### src/rtl/pot_key_scan.sv
// rtl/pot_key_scan.sv - pot counter/capture block and keyboard scanner with register readback
//
// Ports:
//   o2          in   system clock, all state on rising edge
//   rst         in   synchronous active-high reset
//   pot_scan    in   per-channel comparator, 1 = pot threshold reached
//   kr1_L       in   key-row return, low = key at current scan index pressed
//   kr2_L       in   modifier (shift) return, low = modifier pressed
//   addr_bus    in   register address (read mux and write decode)
//   wr_en       in   write strobe qualifying addr_bus (only 4'hB = POTGO acts)
//   fast_mode   in   1 = pot counter ticks every o2 cycle
//   key_scan_L  out  bitwise inverse of keyboard scan index
//   data_out    out  combinational read data for addr_bus
//   kbd_irq     out  one-cycle pulse on accepted key
module pot_key_scan #(
  parameter int NUM_POTS = 8,
  parameter int POT_MAX  = 228,
  parameter int SLOW_DIV = 114,
  parameter int KEY_DIV  = 114
) (
  input  logic                o2,
  input  logic                rst,
  input  logic [NUM_POTS-1:0] pot_scan,
  input  logic                kr1_L,
  input  logic                kr2_L,
  input  logic [3:0]          addr_bus,
  input  logic                wr_en,
  input  logic                fast_mode,
  output logic [5:0]          key_scan_L,
  output logic [7:0]          data_out,
  output logic                kbd_irq
);

  localparam int SDW = (SLOW_DIV > 1) ? $clog2(SLOW_DIV) : 1;
  localparam int KDW = (KEY_DIV > 1) ? $clog2(KEY_DIV) : 1;

  typedef enum logic {
    IDLE,
    SCAN
  } pot_state_t;

  typedef enum logic [1:0] {
    K_IDLE,
    K_CHECK,
    K_HELD
  } key_state_t;

  // ---------------------------------------------------------------- pot side
  pot_state_t          pot_state_q, pot_state_d;
  logic [7:0]          ctr_q, ctr_d;
  logic [NUM_POTS-1:0] latch_q, latch_d;
  logic [7:0]          pot_q [NUM_POTS];
  logic [7:0]          pot_d [NUM_POTS];
  logic [SDW-1:0]      sdiv_q, sdiv_d;

  logic potgo;
  logic sdiv_tick;
  logic pot_tick;
  logic at_max;

  assign potgo     = wr_en && (addr_bus == 4'hB);
  assign sdiv_tick = (sdiv_q == SDW'(SLOW_DIV - 1));
  assign pot_tick  = fast_mode || sdiv_tick;
  assign at_max    = (ctr_q == 8'(POT_MAX));

  always_comb begin
    pot_state_d = pot_state_q;
    ctr_d       = ctr_q;
    latch_d     = latch_q;
    pot_d       = pot_q;
    sdiv_d      = sdiv_tick ? '0 : sdiv_q + SDW'(1);

    if (potgo) begin
      // POTGO restarts from any state; pot values are deliberately kept
      pot_state_d = SCAN;
      ctr_d       = 8'd0;
      latch_d     = '0;
      sdiv_d      = '0;
    end else if (pot_state_q == SCAN && pot_tick) begin
      // Capture uses the pre-increment count; on the terminal tick every
      // still-open channel is forced, which also yields POT_MAX for a
      // channel whose comparator fires on that same tick.
      for (int i = 0; i < NUM_POTS; i++) begin
        if (!latch_q[i] && (pot_scan[i] || at_max)) begin
          pot_d[i]   = ctr_q;
          latch_d[i] = 1'b1;
        end
      end
      if (at_max) begin
        pot_state_d = IDLE;
      end else begin
        ctr_d = ctr_q + 8'd1;
      end
    end
  end

  always_ff @(posedge o2) begin
    if (rst) begin
      pot_state_q <= IDLE;
      ctr_q       <= 8'd0;
      latch_q     <= '1;
      sdiv_q      <= '0;
      for (int i = 0; i < NUM_POTS; i++) begin
        pot_q[i] <= 8'd0;
      end
    end else begin
      pot_state_q <= pot_state_d;
      ctr_q       <= ctr_d;
      latch_q     <= latch_d;
      sdiv_q      <= sdiv_d;
      for (int i = 0; i < NUM_POTS; i++) begin
        pot_q[i] <= pot_d[i];
      end
    end
  end

  // ----------------------------------------------------------- keyboard side
  key_state_t     key_state_q, key_state_d;
  logic [5:0]     idx_q, idx_d;
  logic [5:0]     cand_q, cand_d;
  logic [7:0]     kbcode_q, kbcode_d;
  logic           shift_q, shift_d;
  logic           irq_q, irq_d;
  logic [KDW-1:0] kdiv_q, kdiv_d;

  logic key_step;
  logic shift_base;

  assign key_step = (kdiv_q == KDW'(KEY_DIV - 1));

  always_comb begin
    key_state_d = key_state_q;
    idx_d       = idx_q;
    cand_d      = cand_q;
    kbcode_d    = kbcode_q;
    shift_d     = shift_q;
    irq_d       = 1'b0;
    shift_base  = shift_q;
    kdiv_d      = key_step ? '0 : kdiv_q + KDW'(1);

    if (key_step) begin
      idx_d = idx_q + 6'd1;

      // A new pass starts at index 0, so the modifier seen in the previous
      // pass is dropped there; the current step's modifier still counts.
      shift_base = (idx_q == 6'd0) ? 1'b0 : shift_q;
      shift_d    = shift_base | ~kr2_L;

      unique case (key_state_q)
        K_IDLE: begin
          if (!kr1_L) begin
            cand_d      = idx_q;
            key_state_d = K_CHECK;
          end
        end
        K_CHECK: begin
          // Debounce: the key must still be down one full pass later
          if (idx_q == cand_q) begin
            if (!kr1_L) begin
              kbcode_d    = {1'b0, shift_d, cand_q};
              irq_d       = 1'b1;
              key_state_d = K_HELD;
            end else begin
              key_state_d = K_IDLE;
            end
          end
        end
        K_HELD: begin
          if (idx_q == cand_q && kr1_L) begin
            key_state_d = K_IDLE;
          end
        end
        default: key_state_d = K_IDLE;
      endcase
    end
  end

  always_ff @(posedge o2) begin
    if (rst) begin
      key_state_q <= K_IDLE;
      idx_q       <= 6'd0;
      cand_q      <= 6'd0;
      kbcode_q    <= 8'd0;
      shift_q     <= 1'b0;
      irq_q       <= 1'b0;
      kdiv_q      <= '0;
    end else begin
      key_state_q <= key_state_d;
      idx_q       <= idx_d;
      cand_q      <= cand_d;
      kbcode_q    <= kbcode_d;
      shift_q     <= shift_d;
      irq_q       <= irq_d;
      kdiv_q      <= kdiv_d;
    end
  end

  assign key_scan_L = ~idx_q;
  assign kbd_irq    = irq_q;

  // --------------------------------------------------------------- readback
  logic [7:0] allpot;
  logic [7:0] pot_rd [8];
  logic [7:0] skstat;

  always_comb begin
    allpot = 8'd0;
    if (pot_state_q == SCAN) begin
      allpot[NUM_POTS-1:0] = ~latch_q;
    end
    for (int i = 0; i < 8; i++) begin
      pot_rd[i] = 8'd0;
    end
    for (int i = 0; i < NUM_POTS; i++) begin
      pot_rd[i] = pot_q[i];
    end
  end

  assign skstat = {5'b11111, ~(key_state_q == K_HELD), 2'b11};

  always_comb begin
    data_out = 8'h00;
    case (addr_bus)
      4'h0, 4'h1, 4'h2, 4'h3,
      4'h4, 4'h5, 4'h6, 4'h7: data_out = pot_rd[addr_bus[2:0]];
      4'h8:                   data_out = allpot;
      4'h9:                   data_out = kbcode_q;
      4'hF:                   data_out = skstat;
      default:                data_out = 8'h00;
    endcase
  end

endmodule
### config.mk
export PLATFORM = sky130hd
export DESIGN_NAME = pot_key_scan
export DESIGN_NICKNAME = d
export VERILOG_FILES = /design/src/rtl/pot_key_scan.sv
export SDC_FILE = /design/constraint.sdc
export NUM_CORES = 1
export LEC_CHECK = 0
export CORE_ASPECT_RATIO = 0.6
export CORE_UTILIZATION = 52
export CTS_CLUSTER_DIAMETER = 30
export DETAILED_ROUTE_END_ITERATION = 10
export GPL_ROUTABILITY_DRIVEN = 0
export MAX_ROUTING_LAYER = met4
export PLACE_DENSITY = 0.81
export SLEW_MARGIN = 10
export SYNTH_ARGS = -nofsm -noshare
export SYNTH_HDL_FRONTEND = slang
export SYNTH_SLANG_ARGS = --single-unit
### constraint.sdc
create_clock -name o2 -period 2.19 [get_ports o2]
set_clock_uncertainty 0.05 [all_clocks]
set_input_delay 0.3285 -clock o2 [delete_from_list [all_inputs] [get_ports o2]]
set_output_delay 0.3285 -clock o2 [all_outputs]
set_load 0.005 [all_outputs]
==> impl_results.md <==
* Post-DRT Antenna Nets at 0
* Slew HR at 0.568
* Max clock buf depth at 2
* Final HPWL DP at just over 10,000 um
* DP Area at roughly 6300 um2
* Worst Path Required at between 1.5 and 2 ns
* Design area at roughly 7000 um2
* RSZ-0062 raised after global routing: true
* # H-tree levels at 4
* Die Height at about 83 um
* Worst hold-check path type: input port to register
* Antenna violations before repair at 0
* Clock power frac at 0.538
* Mapped Cells at 560
* Die width at 137 um
* Clock Latency Late Sink at ~0.41 ns
* Gate power share at 0.044
* Clock transition at the registers of the reported paths at 0.06 ns
* Clock sink total at around 120
* Min Tclk post-route at 2.17 ns
* Commonest cells after routing, fill and taps aside: dfxtp_1 (117), nand2b_1 (86), mux2i_1 (83), nor2_1 (31), buf_4 (31)
* Hold path depth at 2
* Number of synthesized flops with an enable pin at 0
* Hold_ws at 0.289 ns
* Initial Utilization at 0.537
* Number of I/O pins at 33
* Commonest non-fill, non-tap cell in the layout: dfxtp_1
* Worst Hold Launch: rst
* Hold endpoint: idx_q[2]
* Core area at ~11,000 um2
* Final setup vio count at 0
* Grt met1 use at 0.408
* Global route overflow at 0
* First-pass GRT wire length at between 20,000 and 25,000 um
* Seq/Total Area, Yosys at 0.414
* Maximum fanout along the worst path at 8
* Syn_area_per_cell at 10.2 um2
* Drc violations at 0
* Vias/cell at approximately 6.0
* Cell Int Power at 4.05 mW
* DR iter-0 viols at 450
* Area Overhead vs Synth at 21.9%
* Synth cell types at 54
* Pwr dens at 747 nW/um2
* Sequential share of power at 0.419
* Root Buffer Master: clkbuf_16
* Largest net degree at the start of global routing at between 50 and 60
* RR Startpoint: ctr_q[0]
* CTS tree: yes
* Wire length per cell at roughly 20 um
* Max Slew Vio Count at 0
* Reg2Reg Depth at 7
* NetSw at roughly 1.1 mW
* Final core occ at 0.654
* Post-synth top flop: dfxtp_1
* GR Util met2 at 0.422
* TritonCTS Buffers at 17
* Layout cell share with drive strength beyond 1 at 0.185
* R2r setup slk at approximately 0.15 ns
* Net count after synthesis at 586
* Vias in the first global route at about 4,500
* Final net count at about 640
* WS Path Type: register to primary output
* Mapped Area at around 5700 um2
* Endpoints failing hold at 0
* Sw Ratio at 0.220
* Outcome: finished clean
* Tot Pwr at approximately 5.2 mW
* Die area at between 10,000 and 15,000 um2
* Ys Warns at 0
* Static Leak at 2.88 nW
* GRT Total Usage at 0.296
* Global-route met3 utilization at 0.0788
* IO buf count at 32
* Maximum vdd drop at 0.693 mV
* GR peak layer: met2
* Final WL at 15,200 um
* Fmax at 0.460 GHz
* Worst r2r dst: pot_q[42]
* Maxcap violations at 0
* Total number of vias at 4,550
* Worst-Margin Slew at approximately 0.65 ns
* CP arrival at 1.80 ns
* Ys async rst share at 0
* Crit end category: primary output
* Setup crit start kind: register
* Synthesis-stage register bit count at ~120
* DR pass1 iterations at 5
* FP Rows at 29
* Tcrit/Tclk final at 0.993
* Antenna cells at 0
-- per-stage QoR --
| stage | worst slack, ns | std cells | TNS, ns |
|---|---|---|---|
| finish | 0.0154 | 761 | 0 |
| CTS | 0.0132 | 761 | 0 |
| detailed placement | -0.610 | 728 | -19.90 |
| floorplan | 0.259 | 560 | 0 |
| global placement | -0.595 | 728 | -17.40 |
| global route | -0.0436 | 761 | -0.110 |
-- Yosys cell counts, types with 2 or more instances --
library cell	count	area [um2]
xor2_1	5	43.8
o221ai_1	2	17.5
xnor2_1	15	131
nor2_2	2	12.5
dfxtp_1	118	2360
o2111a_1	2	22.5
or4_1	7	52.6
nand4_1	9	56.3
buf_1	11	41.3
inv_1	19	71.3
nand3_1	9	45.0
nand4bb_1	2	22.5
nand2_1	20	75.1
o31ai_1	8	60.1
o2111ai_1	7	61.3
a21oi_1	21	105
mux4_2	16	360
or4b_1	2	20.0
a311oi_1	2	17.5
nor2_1	31	116
nor2b_1	2	12.5
clkbuf_1	12	45.0
and3_1	2	12.5
nor4_1	2	12.5
o21ai_0	4	20.0
buf_2	15	75.1
mux2i_1	84	841
nor3_1	2	10.0
ha_1	8	100
buf_4	2	15.0
o211ai_1	6	45.0
nand2b_1	86	538
a2bb2oi_1	6	52.6
-- how the worst max path moves through the flow --
stage                      from           to  slack, ns  depth (start not counted)
floorplan           addr_bus[0]  data_out[3]       0.26                          5
detailed placement  addr_bus[0]  data_out[2]      -0.61                          6
global route        pot_state_q  data_out[0]      -0.04                          5
finish              pot_state_q  data_out[0]       0.02                          5
global placement    addr_bus[0]  data_out[2]      -0.59                          6
CTS                 pot_state_q  data_out[0]       0.01                          6
-- cell families (layout without fill, tap and decap cells) --
| family | after synthesis | count (layout) | share of synthesized area |
|---|---|---|---|
| xor gates and xnor gates | 21 | 21 | 0.0336 |
| muxes | 101 | 101 | 0.213 |
| DFF | 118 | 118 | 0.414 |
| AOI/OAI and AO/OA | 64 | 64 | 0.0829 |
| adders and majority gates | 8 | 8 | 0.0175 |
| and+or+nand+nor | 189 | 189 | 0.195 |
| buffers and inverters | 59 | 121 | 0.0434 |
-- timing repair --
item | CTS | global route
setup endpoints to repair | 8 | 8
pin swaps | 2 | 4
gates cloned | 1 | 0
buffers inserted | 0 | 1
gates resized for setup | 43 | 7
hold buffers | 0 | 0
-- sequential cells by signal, indices dropped and copies added, names as in the netlist, 2 cells and up --
name,cells
ctr_q,8
key_state_q,2
kbcode_q,7
latch_q,8
idx_q,6
sdiv_q,7
pot_q,64
kdiv_q,7
cand_q,6
-- critical path, stage by stage, from the launching register on --
cell,delay (ns)
dfxtp_2,0.34
nand2_2,0.05
or4_4,0.50
a2bb2oi_1,0.16
o211ai_1,0.15
buf_2,0.17
-- layer usage --
layer	vias to the layer above	wire, um
met1	2252	6860
met3	17	1360
met2	199	6840
li1	2082	-
met4	0	145
met5	-	0
-- power groups by stage --
stage	Sequential [mW]	Combinational, mW	Clock, mW
floorplan	2.22	0.128	0
global placement	2.22	0.212	0
detailed placement	2.22	0.218	0
CTS	2.17	0.225	2.81
global route	2.18	0.242	2.91
finish	2.18	0.226	2.80
-- layout make-up --
type	instances	area (um2)
clock buffer	19	433
clock inverter	13	158
fill	817	3680
inverter	19	71.3
multi-input combinational	383	3120
sequential	118	2360
tap	139	174
timing repair buffer	70	638
Note: power is estimated with default switching activity, not from simulation.
